File: config.mk
export PLATFORM = sky130hd
export DESIGN_NAME = pwm_nonoverlap_drv
export DESIGN_NICKNAME = d
export VERILOG_FILES = /design/src/rtl/pwm_nonoverlap_drv.sv
export SDC_FILE = /design/constraint.sdc
export NUM_CORES = 1
export LEC_CHECK = 0
export CORE_MARGIN = 2
export CORE_UTILIZATION = 35
export CTS_BUF_LIST = sky130_fd_sc_hd__clkbuf_8
export DETAILED_ROUTE_END_ITERATION = 7
export HOLD_SLACK_MARGIN = 0.1
export PLACE_DENSITY_LB_ADDON = 0.3
export RECOVER_POWER = 50
export REMOVE_ABC_BUFFERS = 1
export SLEW_MARGIN = 20
export SYNTH_ARGS = -nofsm -noshare
export SYNTH_HDL_FRONTEND = slang
export SYNTH_SLANG_ARGS = --single-unit
File: constraint.sdc
create_clock -name clk -period 2.3 [get_ports clk]
set_input_delay 0.69 -clock clk [delete_from_list [all_inputs] [get_ports clk]]
set_output_delay 0.69 -clock clk [all_outputs]
set_load 0.02 [all_outputs]
File: src/rtl/pwm_nonoverlap_drv.sv
// Complementary high/low gate driver with programmable dead time, short-pulse
// suppression and a period-counted over-current fault latch.
module pwm_nonoverlap_drv #(
    parameter int DEAD      = 32,
    parameter int OVR_LIMIT = 4
) (
    input  logic                           clk,
    input  logic                           rst_n,
    input  logic                           PWM_sig,
    input  logic                           PWM_synch,
    input  logic                           OVR_I_blank_n,
    input  logic                           OVR_I,
    input  logic                           clr_fault,
    output logic                           high_out,
    output logic                           low_out,
    output logic                           fault,
    output logic [$clog2(OVR_LIMIT+1)-1:0] ovr_cnt
);

    localparam int CW = $clog2(OVR_LIMIT + 1);
    localparam int DW = (DEAD > 1) ? $clog2(DEAD) : 1;

    typedef enum logic [1:0] {
        ST_DEAD,
        ST_DRIVE,
        ST_FAULT,
        ST_REARM
    } state_t;

    state_t          r_state;
    logic [DW-1:0]   r_dead_cnt;
    logic            r_prev_pwm;
    logic            r_oc_meta;
    logic            r_oc_sync;
    logic            r_flag;

    logic            w_chg;
    logic            w_oc_evt;
    logic [CW-1:0]   w_cnt_inc;
    logic            w_trip;

    assign w_chg     = PWM_sig ^ r_prev_pwm;
    assign w_oc_evt  = r_oc_sync & OVR_I_blank_n & high_out;
    assign w_cnt_inc = (ovr_cnt == CW'(OVR_LIMIT)) ? ovr_cnt : ovr_cnt + 1'b1;
    // A trip needs this period to count and the count to land on the limit.
    assign w_trip    = ((r_state == ST_DEAD) || (r_state == ST_DRIVE)) && !clr_fault
                       && PWM_synch && (r_flag || w_oc_evt)
                       && (w_cnt_inc == CW'(OVR_LIMIT));

    // NOTE: every state register uses <= so all next-state terms see pre-edge values;
    // the asynchronous reset drops both gates without waiting for clk.
    always_ff @(posedge clk or negedge rst_n) begin
        if (!rst_n) begin
            r_state    <= ST_DEAD;
            r_dead_cnt <= '0;
            r_prev_pwm <= 1'b0;
            r_oc_meta  <= 1'b0;
            r_oc_sync  <= 1'b0;
            r_flag     <= 1'b0;
            high_out   <= 1'b0;
            low_out    <= 1'b0;
            fault      <= 1'b0;
            ovr_cnt    <= '0;
        end else begin
            r_prev_pwm <= PWM_sig;
            r_oc_meta  <= OVR_I;
            r_oc_sync  <= r_oc_meta;

            case (r_state)
                ST_DEAD, ST_DRIVE: begin
                    if (clr_fault) begin
                        ovr_cnt <= '0;
                        r_flag  <= 1'b0;
                    end else if (PWM_synch) begin
                        ovr_cnt <= (r_flag || w_oc_evt) ? w_cnt_inc : '0;
                        r_flag  <= 1'b0;
                    end else if (w_oc_evt) begin
                        r_flag <= 1'b1;
                    end

                    if (w_trip) begin
                        r_state  <= ST_FAULT;
                        fault    <= 1'b1;
                        high_out <= 1'b0;
                        low_out  <= 1'b0;
                    end else if (w_chg) begin
                        r_state    <= ST_DEAD;
                        r_dead_cnt <= '0;
                        high_out   <= 1'b0;
                        low_out    <= 1'b0;
                    end else if ((r_state == ST_DRIVE) || (r_dead_cnt == DW'(DEAD - 1))) begin
                        r_state  <= ST_DRIVE;
                        high_out <= PWM_sig;
                        low_out  <= ~PWM_sig;
                    end else begin
                        r_dead_cnt <= r_dead_cnt + 1'b1;
                        high_out   <= 1'b0;
                        low_out    <= 1'b0;
                    end
                end

                ST_FAULT: begin
                    high_out <= 1'b0;
                    low_out  <= 1'b0;
                    if (clr_fault) begin
                        fault   <= 1'b0;
                        ovr_cnt <= '0;
                        r_flag  <= 1'b0;
                        r_state <= ST_REARM;
                    end
                end

                ST_REARM: begin
                    high_out <= 1'b0;
                    low_out  <= 1'b0;
                    // Re-entry aligns to a period boundary and then waits a full dead time.
                    if (PWM_synch) begin
                        r_dead_cnt <= '0;
                        r_state    <= ST_DEAD;
                    end
                end

                default: begin
                    r_state  <= ST_DEAD;
                    high_out <= 1'b0;
                    low_out  <= 1'b0;
                end
            endcase
        end
    end

endmodule

* Yosys cells after proc, flatten, opt, wreduce, memory -nomap -nowiden
Cells that the tools add are included. Widths: inputs -> output; s select.
Storage, ports and cells: register bits 17, bits of input ports 7, output and inout bits 6, word-level logic and storage cells 80
Operators by class: add/sub/neg operators 2, equality and inequality tests 14, multiplexer cells 32, bitwise logic cells 4, reductions and logical operators 18
Operators by type and width (number):
- $mux 5 | 4
- $mux 3 | 5
- $reduce_and 3->1 | 4
- $mux 1 | 11
- $mux 2 | 5
- $pmux 5 s2 | 1
- $ne 2x2->1 const B | 4
- $ne 4x4->1 const B | 2
- $pmux 1 s2 | 4
- $eq 3x3->1 const B | 2
- $ne 3x3->1 const B | 2
- $pmux 2 s3 | 1
- $pmux 3 s2 | 1
- $add 5x1->5 const B | 1
- $eq 5x5->1 const B | 1
- $eq 2x2->1 const B | 2
- $logic_and 1x1->1 | 4
- $reduce_and 4->1 | 1
- $reduce_bool 2->1 | 2
- $reduce_or 2->1 | 2
- $add 3x1->3 const B | 1
- $logic_or 1x1->1 | 3
- $and 1x1->1 | 2
- $eq 2x1->1 const B | 1
- other kinds (4) | 4

* Logic depth before layout (Yosys ltp)
Gate-level depths: netlist of run 1.
word-level depth 8, mapped depth 8, gate-level depth less buffers 8

* Least setup slack after synthesis of run 1
OpenSTA, ideal clock, no wires.
path kind reg-to-reg, from register ovr_cnt[0], to register r_state[0], arrival time 1914 ps, required time 2166 ps, path slack 253 ps, stages on the path, launching flop included 7, buffers on the path 0, clock period less this slack 2047 ps, cell sequence dfrtp_1 > inv_1 > ha_1 > or3b_1 > a311o_1 > o41ai_4 > o22ai_1
Between the ends: word-level cells in the longest chain between the ends 6, elaborated cells on any way between the ends 9
Ends and longest elaborated chain:
- start: declaration | line 17 | output logic [$clog2(OVR_LIMIT+1)-1:0] ovr_cnt
- start signal: assignment | line 75 | ovr_cnt <= (r_flag || w_oc_evt) ? w_cnt_inc : '0;
- $add 3x1->3 / $eq 3x3->1 (equally long branches) | line 44 | assign w_cnt_inc = (ovr_cnt == CW'(OVR_LIMIT)) ? ovr_cnt : ovr_cnt + 1'b1;
- $mux 3 * | line 44
- $eq 3x3->1 * | line 48 | && (w_cnt_inc == CW'(OVR_LIMIT));
- $logic_and 1x1->1 * | line 48
- $ne 4x4->1 (no line) / $mux 2 (equally long branches)
- $reduce_and 3->1 (no line) / $pmux 2 s3 (equally long branches)
- end signal: assignment | line 54 | r_state <= ST_DEAD;
- end signal: assignment | line 82 | r_state <= ST_FAULT;
- end signal: assignment | line 87 | r_state <= ST_DEAD;
- end: declaration | line 30 | state_t r_state;
Every way passes the cells marked *; elsewhere a longest branch is shown, timed or not. A chain may end at the register's enable or synchronous reset.

* Final worst setup path of run 1
from input port OVR_I_blank_n, to register r_dead_cnt[2]
Between the ends: word-level cells in the longest chain between the ends 7
Ends and longest elaborated chain:
- start: declaration | line 11 | input logic OVR_I_blank_n,
- $and 1x1->1 (2 in series) | line 43 | assign w_oc_evt = r_oc_sync & OVR_I_blank_n & high_out;
- $logic_or 1x1->1 | line 47 | && PWM_synch && (r_flag || w_oc_evt)
- $logic_and 1x1->1 | line 47
- $logic_and 1x1->1 | line 48
- $ne 2x2->1 (no line)
- $reduce_and 4->1 (no line)
- end signal: assignment | line 96 | r_dead_cnt <= r_dead_cnt + 1'b1;
- end: declaration | line 31 | logic [DW-1:0] r_dead_cnt;
Every way passes these cells.

==> results.sh, run 1 <==
export IMPL_yosys_warnings=0
export IMPL_worst_pin_slew_ns=0.945
export IMPL_numCtsBuffers=3
export IMPL_dp_hpwl_microns=1450
export IMPL_cts_buffer_depth=2
export IMPL_setup_ws_ns=0.116
export IMPL_via_count=726
export IMPL_cp_start_kind="primary input"
export IMPL_ant_nets=0
export IMPL_path_max_fanout=4
export IMPL_clkLatencyLatePin_ns=0.25
export IMPL_fin_cells=141
export IMPL_finalSetupViolations=0
export IMPL_cts_sinks=17
export IMPL_drc_errors=0
export IMPL_max_cap_violations=0
export IMPL_fp_dieArea_sq_mm=0.00297
export IMPL_rows=18
export IMPL_coreArea_sq_mm=0.00245
export IMPL_diodes=0
export IMPL_cts_tree="done"
export IMPL_dr_pass1_iters=4
export IMPL_start_util=0.364
export IMPL_synthTopCellsByArea="dfrtp_1, ha_1, inv_1, mux2i_1, nand2_1"
export IMPL_finalCritPeriodShare=0.949
export IMPL_p_sw_frac=0.240
export IMPL_synth_top_area_frac=0.476
export IMPL_overflow=0
export IMPL_p_per_area_mw_per_mm2=523
export IMPL_clkTransAtPathRegs_ns=0.07
export IMPL_wl_per_cell_microns=13.5
export IMPL_place_inst=137
export IMPL_die_width_microns=54.5
export IMPL_hold_viol=0
export IMPL_power_leakage_nw=0.481
export IMPL_wl_microns=1900
export IMPL_power_switching_mw=0.145
export IMPL_grt_setup_unrepaired="false"
export IMPL_p_int_mw=0.460
export IMPL_peakVddDrop_uv=255
export IMPL_cts_hold_buf=0
export IMPL_end_kind="flip-flop"
export IMPL_antenna_found_initial=0
export IMPL_crit_required_ns=2.42
export IMPL_grt_pass1_vias=713
export IMPL_synth_cells=87
export IMPL_grt_usage=0.149
export IMPL_final_cell_mix="dfrtp_1, inv_1, clkdlybuf4s50_1, nand2_1, buf_4"
export IMPL_final_layout_size_suffix_gt1_frac=0.153
export IMPL_fp_dieH_microns=54.5
export IMPL_drt_iter0_drc=19
export IMPL_path_class="primary input to flip-flop"
export IMPL_synth_cell_types=31
export IMPL_nFillCells=226
export IMPL_outcome="finished clean"
export IMPL_nets=123
export IMPL_cts_root_buf="clkbuf_8"
export IMPL_hold_class="flip-flop to flip-flop"
export IMPL_postCtsResizedCells=0
export IMPL_arrival_ns=2.30
export IMPL_clock_skew_ns=0.00690
export IMPL_dp_slack_ns=-0.154
export IMPL_via_per_inst=5.15
export IMPL_seq_area_frac_synth=0.476
export IMPL_grt_pass1_wl_microns=3160
export IMPL_yosysTopAreaCell="dfrtp_1"
export IMPL_post_cts_setup_buffers=0
export IMPL_avgSynthCellArea_sq_um=10.3
export IMPL_numPortBuffers=12
export IMPL_htree_levels=1
export IMPL_drv_slew=0
export IMPL_routabilityCongestion=0.787
export IMPL_final_common_cell="dfrtp_1"
export IMPL_grt_max_degree=18
export IMPL_syn_area_sq_um=893
export IMPL_max_slew_margin=0.370
export IMPL_power_frac_clock=0.373
export IMPL_combPwrFrac=0.100
export IMPL_ioPinCount=13
export IMPL_p_seq_frac=0.527
export IMPL_max_freq_mhz=458
export IMPL_synth_seq_cells=17
export IMPL_areaGrowthSynthToFinish_pct=29.6
export IMPL_period_needed_ns=2.18
[worst paths after layout]
kind                                             start                   endpoint  slack, ns  cells after the start
max in group asynchronous                        rst_n  r_dead_cnt[0]$_DFFE_PN0P_       0.63                      2
worst min-delay path               r_oc_meta$_DFF_PN0_        r_oc_sync$_DFF_PN0_       0.36                      0
worst min register to register     r_oc_meta$_DFF_PN0_        r_oc_sync$_DFF_PN0_       0.36                      0
worst max register to register  ovr_cnt[0]$_DFFE_PN0P_     r_state[0]$_DFFE_PN0P_       0.19                      6
worst max-delay path                     OVR_I_blank_n  r_dead_cnt[2]$_DFFE_PN0P_       0.12                      5
min in group asynchronous                        rst_n          fault$_DFFE_PN0P_       1.09                      2
[logic make-up after synthesis]
logic type      Yosys count  synth area share
simple gates             25             0.148
fa+ha+maj                 4            0.0560
buf+inv                  10            0.0420
mux                       3            0.0336
xor+xnor                  1           0.00981
compound gates           27             0.234
flops                    17             0.476
[flip-flops by register name (all words and copies together), names as in the netlist]
register / cells
r_flag: 1
r_dead_cnt: 5
r_oc_meta: 1
r_oc_sync: 1
fault: 1
r_state: 2
ovr_cnt: 3
r_prev_pwm: 1
low_out: 1
high_out: 1
[power groups by stage]
| stage | Clock [mW] | Sequential [mW] | Combinational [mW] |
|---|---|---|---|
| floorplan | 0 | 0.322 | 0.0276 |
| global placement | 0 | 0.324 | 0.0609 |
| detailed placement | 0 | 0.324 | 0.0635 |
| CTS | 0.232 | 0.319 | 0.0636 |
| global route | 0.243 | 0.320 | 0.0709 |
| finish | 0.225 | 0.319 | 0.0607 |
[synthesized netlist by cell type]
library cell  count
nand2_1           8
or4b_2            1
o41ai_4           1
or3b_1            1
a221oi_1          1
a2111oi_0         1
inv_1             9
a21oi_2           1
ha_1              4
a21bo_2           1
a41oi_1           1
a311oi_1          1
nor3_1            2
clkbuf_1          1
nor2_1            6
a311o_1           1
dfrtp_1          17
a31oi_1           2
o22ai_1           2
o21ai_0           4
a22o_1            1
nand3b_1          1
nand3_1           2
nand2b_1          3
o31ai_1           1
mux2i_1           3
o31a_1            1
o211ai_1          3
nor4b_2           1
a21oi_1           5
xor2_1            1
[through the flow]
stage	util	instance area, sq um	power, mW	TNS (ns)	hold slack, ns
final	0.471	1160	0.605	0	0.355
after global routing	0.471	1160	0.634	0	0.362
after CTS	0.473	1160	0.614	0	0.360
after detailed placement	0.454	1110	0.388	-0.450	0.343
after global placement	0.454	1110	0.385	-0.293	0.334
after floorplan	-	890	0.350	0	0.331
[area by class of cell]
class,count,area (sq um),area share
multi-input cells,60,430,0.372
inverters,9,33.8,0.0292
clock buffers,3,41.3,0.0357
repair buffers,21,184,0.159
flip-flops and latches,17,425,0.368
clock inverters,1,5.00,0.00432
well taps,30,37.5,0.0324
[critical path, cell delays in order]
cell,delay (ns)
clkdlybuf4s50_1,0.47
a31oi_1,0.10
or4b_2,0.68
o211ai_1,0.25
o22ai_1,0.11
[metal layers]
layer,up-vias,wire length [microns],GRT usage
met4,0,11,0.0542
met3,2,57,0.0246
met2,13,954,0.247
met1,343,877,0.195
li1,368,-,-
met5,-,0,0
Power figures use the tool's default switching activity.
==> run 2, diff against run 1 <==
--- a/config.mk
+++ b/config.mk
@@ -6,7 +6,7 @@
 export NUM_CORES = 1
 export LEC_CHECK = 0
 export CORE_MARGIN = 2
-export CORE_UTILIZATION = 35
+export CORE_UTILIZATION = 55
 export CTS_BUF_LIST = sky130_fd_sc_hd__clkbuf_8
 export DETAILED_ROUTE_END_ITERATION = 7
 export HOLD_SLACK_MARGIN = 0.1
==> results.sh, run 2 (synthesis results as in run 1) <==
export IMPL_outcome="finished clean"
export IMPL_grt_usage=0.199
export IMPL_diodes=0
export IMPL_final_common_cell="dfrtp_1"
export IMPL_drc_errors=0
export IMPL_met1_usage=0.249
export IMPL_post_cts_setup_buffers=0
export IMPL_grt_setup_unrepaired="false"
export IMPL_grt_pass1_vias=706
export IMPL_die_width_microns=44.3
export IMPL_routabilityCongestion=0.786
export IMPL_clkTransAtPathRegs_ns=0.07
export IMPL_via_count=755
export IMPL_crit_required_ns=2.42
export IMPL_max_flop_register="r_dead_cnt"
export IMPL_nets=123
export IMPL_crit_chain="clkdlybuf4s50_1 > a31oi_1 > or4b_2 > o211ai_1 > mux2i_1"
export IMPL_drt_iter0_drc=12
export IMPL_max_cap_violations=0
export IMPL_clock_skew_ns=0.00501
export IMPL_path_max_fanout=4
export IMPL_arrival_ns=2.30
export IMPL_finalCritPeriodShare=0.948
export IMPL_dpl_cell_area_sq_mm=0.00110
export IMPL_final_util=0.756
export IMPL_max_slew_margin=0.388
export IMPL_cts_tree="done"
export IMPL_power_leakage_nw=0.482
export IMPL_path_class="primary input to flip-flop"
export IMPL_cts_hold_buf=0
export IMPL_coreArea_sq_mm=0.00151
export IMPL_cts_root_buf="clkbuf_8"
export IMPL_fp_dieArea_sq_mm=0.00196
export IMPL_areaGrowthSynthToFinish_pct=27.5
export IMPL_drv_slew=0
export IMPL_reg_top3="r_dead_cnt x5, ovr_cnt x3, r_state x2"
export IMPL_via_per_inst=5.94
export IMPL_overflow=0
export IMPL_place_inst=123
export IMPL_cp_start_kind="primary input"
export IMPL_fin_cells=127
export IMPL_numPortBuffers=12
export IMPL_period_needed_ns=2.18
export IMPL_final_layout_size_suffix_gt1_frac=0.144
export IMPL_ioPinCount=13
export IMPL_design_area_sq_mm=0.00114
export IMPL_fp_dieH_microns=44.3
export IMPL_worst_pin_slew_ns=0.918
export IMPL_cts_buffer_depth=2
export IMPL_grt_busiest_layer="met2"
export IMPL_rows=14
export IMPL_grt_max_degree=18
export IMPL_grt_use_met3=0.0286
export IMPL_cp_slowest_stage_delay_ns=0.69
export IMPL_numCtsBuffers=3
export IMPL_dr_pass1_iters=4
export IMPL_finalSetupViolations=0
export IMPL_met2_usage=0.347
export IMPL_slowest_stage="or4b_2"
export IMPL_ant_nets=0
export IMPL_max_freq_mhz=459
export IMPL_end_kind="flip-flop"
export IMPL_postCtsResizedCells=0
export IMPL_htree_levels=1
export IMPL_p_per_area_mw_per_mm2=518
export IMPL_grt_pass1_wl_microns=2870
export IMPL_wl_microns=1740
export IMPL_antenna_found_initial=0
export IMPL_hold_class="flip-flop to flip-flop"
export IMPL_start_util=0.593
export IMPL_largest_reg_flops=5
export IMPL_wl_per_cell_microns=13.7
export IMPL_peakVddDrop_uv=362
export IMPL_hold_viol=0
export IMPL_cts_sinks=17
export IMPL_dp_hpwl_microns=1320
export IMPL_clkLatencyLatePin_ns=0.25
export IMPL_final_cell_mix="dfrtp_1, inv_1, clkdlybuf4s50_1, nand2_1, buf_4"
-- run 2: changes by cell type in the layout (fill, tap and decap cells not counted), sizes merged --
cell and change:
inv +1, clkinv -1
-- run 2: final timing paths --
kind	cells past startpoint	start	slack, ns	end
max in group asynchronous	2	rst_n	0.65	high_out$_DFF_PN0_
hold reg to reg	0	r_oc_meta$_DFF_PN0_	0.35	r_oc_sync$_DFF_PN0_
hold / removal	0	r_oc_meta$_DFF_PN0_	0.35	r_oc_sync$_DFF_PN0_
min in group asynchronous	2	rst_n	1.09	ovr_cnt[1]$_DFFE_PN0P_
setup reg to reg	6	ovr_cnt[0]$_DFFE_PN0P_	0.18	r_state[0]$_DFFE_PN0P_
setup / recovery	5	OVR_I_blank_n	0.12	r_dead_cnt[0]$_DFFE_PN0P_
-- run 2: worst max-delay path: cells and delay by family --
family                 cells  cell delay, ns
and+or+nand+nor            1            0.69
buffers and inverters      1            0.48
AOI/OAI and AO/OA          2            0.33
muxes                      1            0.11
-- run 2: cell type report --
class | count | area [sq um]
clock inverters | 1 | 3.75
repair buffers | 21 | 184
well taps | 16 | 20.0
multi-input cells | 60 | 430
clock buffers | 3 | 41.3
flip-flops and latches | 17 | 425
fillers | 106 | 368
inverters | 9 | 33.8
-- run 2: per-layer routing --
metal	up-vias	share of wire
met4	0	0.014
met3	4	0.037
met1	366	0.45
met5	-	0
li1	367	-
met2	18	0.50
-- run 2: power by group --
group / switching (mW) / internal (mW) / total, mW
sequential: 0.00888 / 0.310 / 0.319
clock: 0.0944 / 0.118 / 0.212
combinational: 0.0299 / 0.0283 / 0.0582
-- run 2: metrics by stage --
step	hold slack (ns)	power [mW]	setup slack, ns	TNS, ns
2_1_floorplan	0.331	0.350	0.253	0
3_3_place_gp	0.332	0.383	-0.0830	-0.235
3_5_place_dp	0.338	0.385	-0.129	-0.366
4_1_cts	0.352	0.599	0.120	0
5_1_grt	0.357	0.613	0.0391	0
6_report	0.351	0.590	0.120	0
==> run 3, diff against run 2 <==
--- a/config.mk
+++ b/config.mk
@@ -13,6 +13,7 @@
 export PLACE_DENSITY_LB_ADDON = 0.3
 export RECOVER_POWER = 50
 export REMOVE_ABC_BUFFERS = 1
+export SKIP_LAST_GASP = 1
 export SLEW_MARGIN = 20
 export SYNTH_ARGS = -nofsm -noshare
 export SYNTH_HDL_FRONTEND = slang
==> results of run 3 <==
Same layout as run 2: the final DEF is identical, and so are final timing and power.
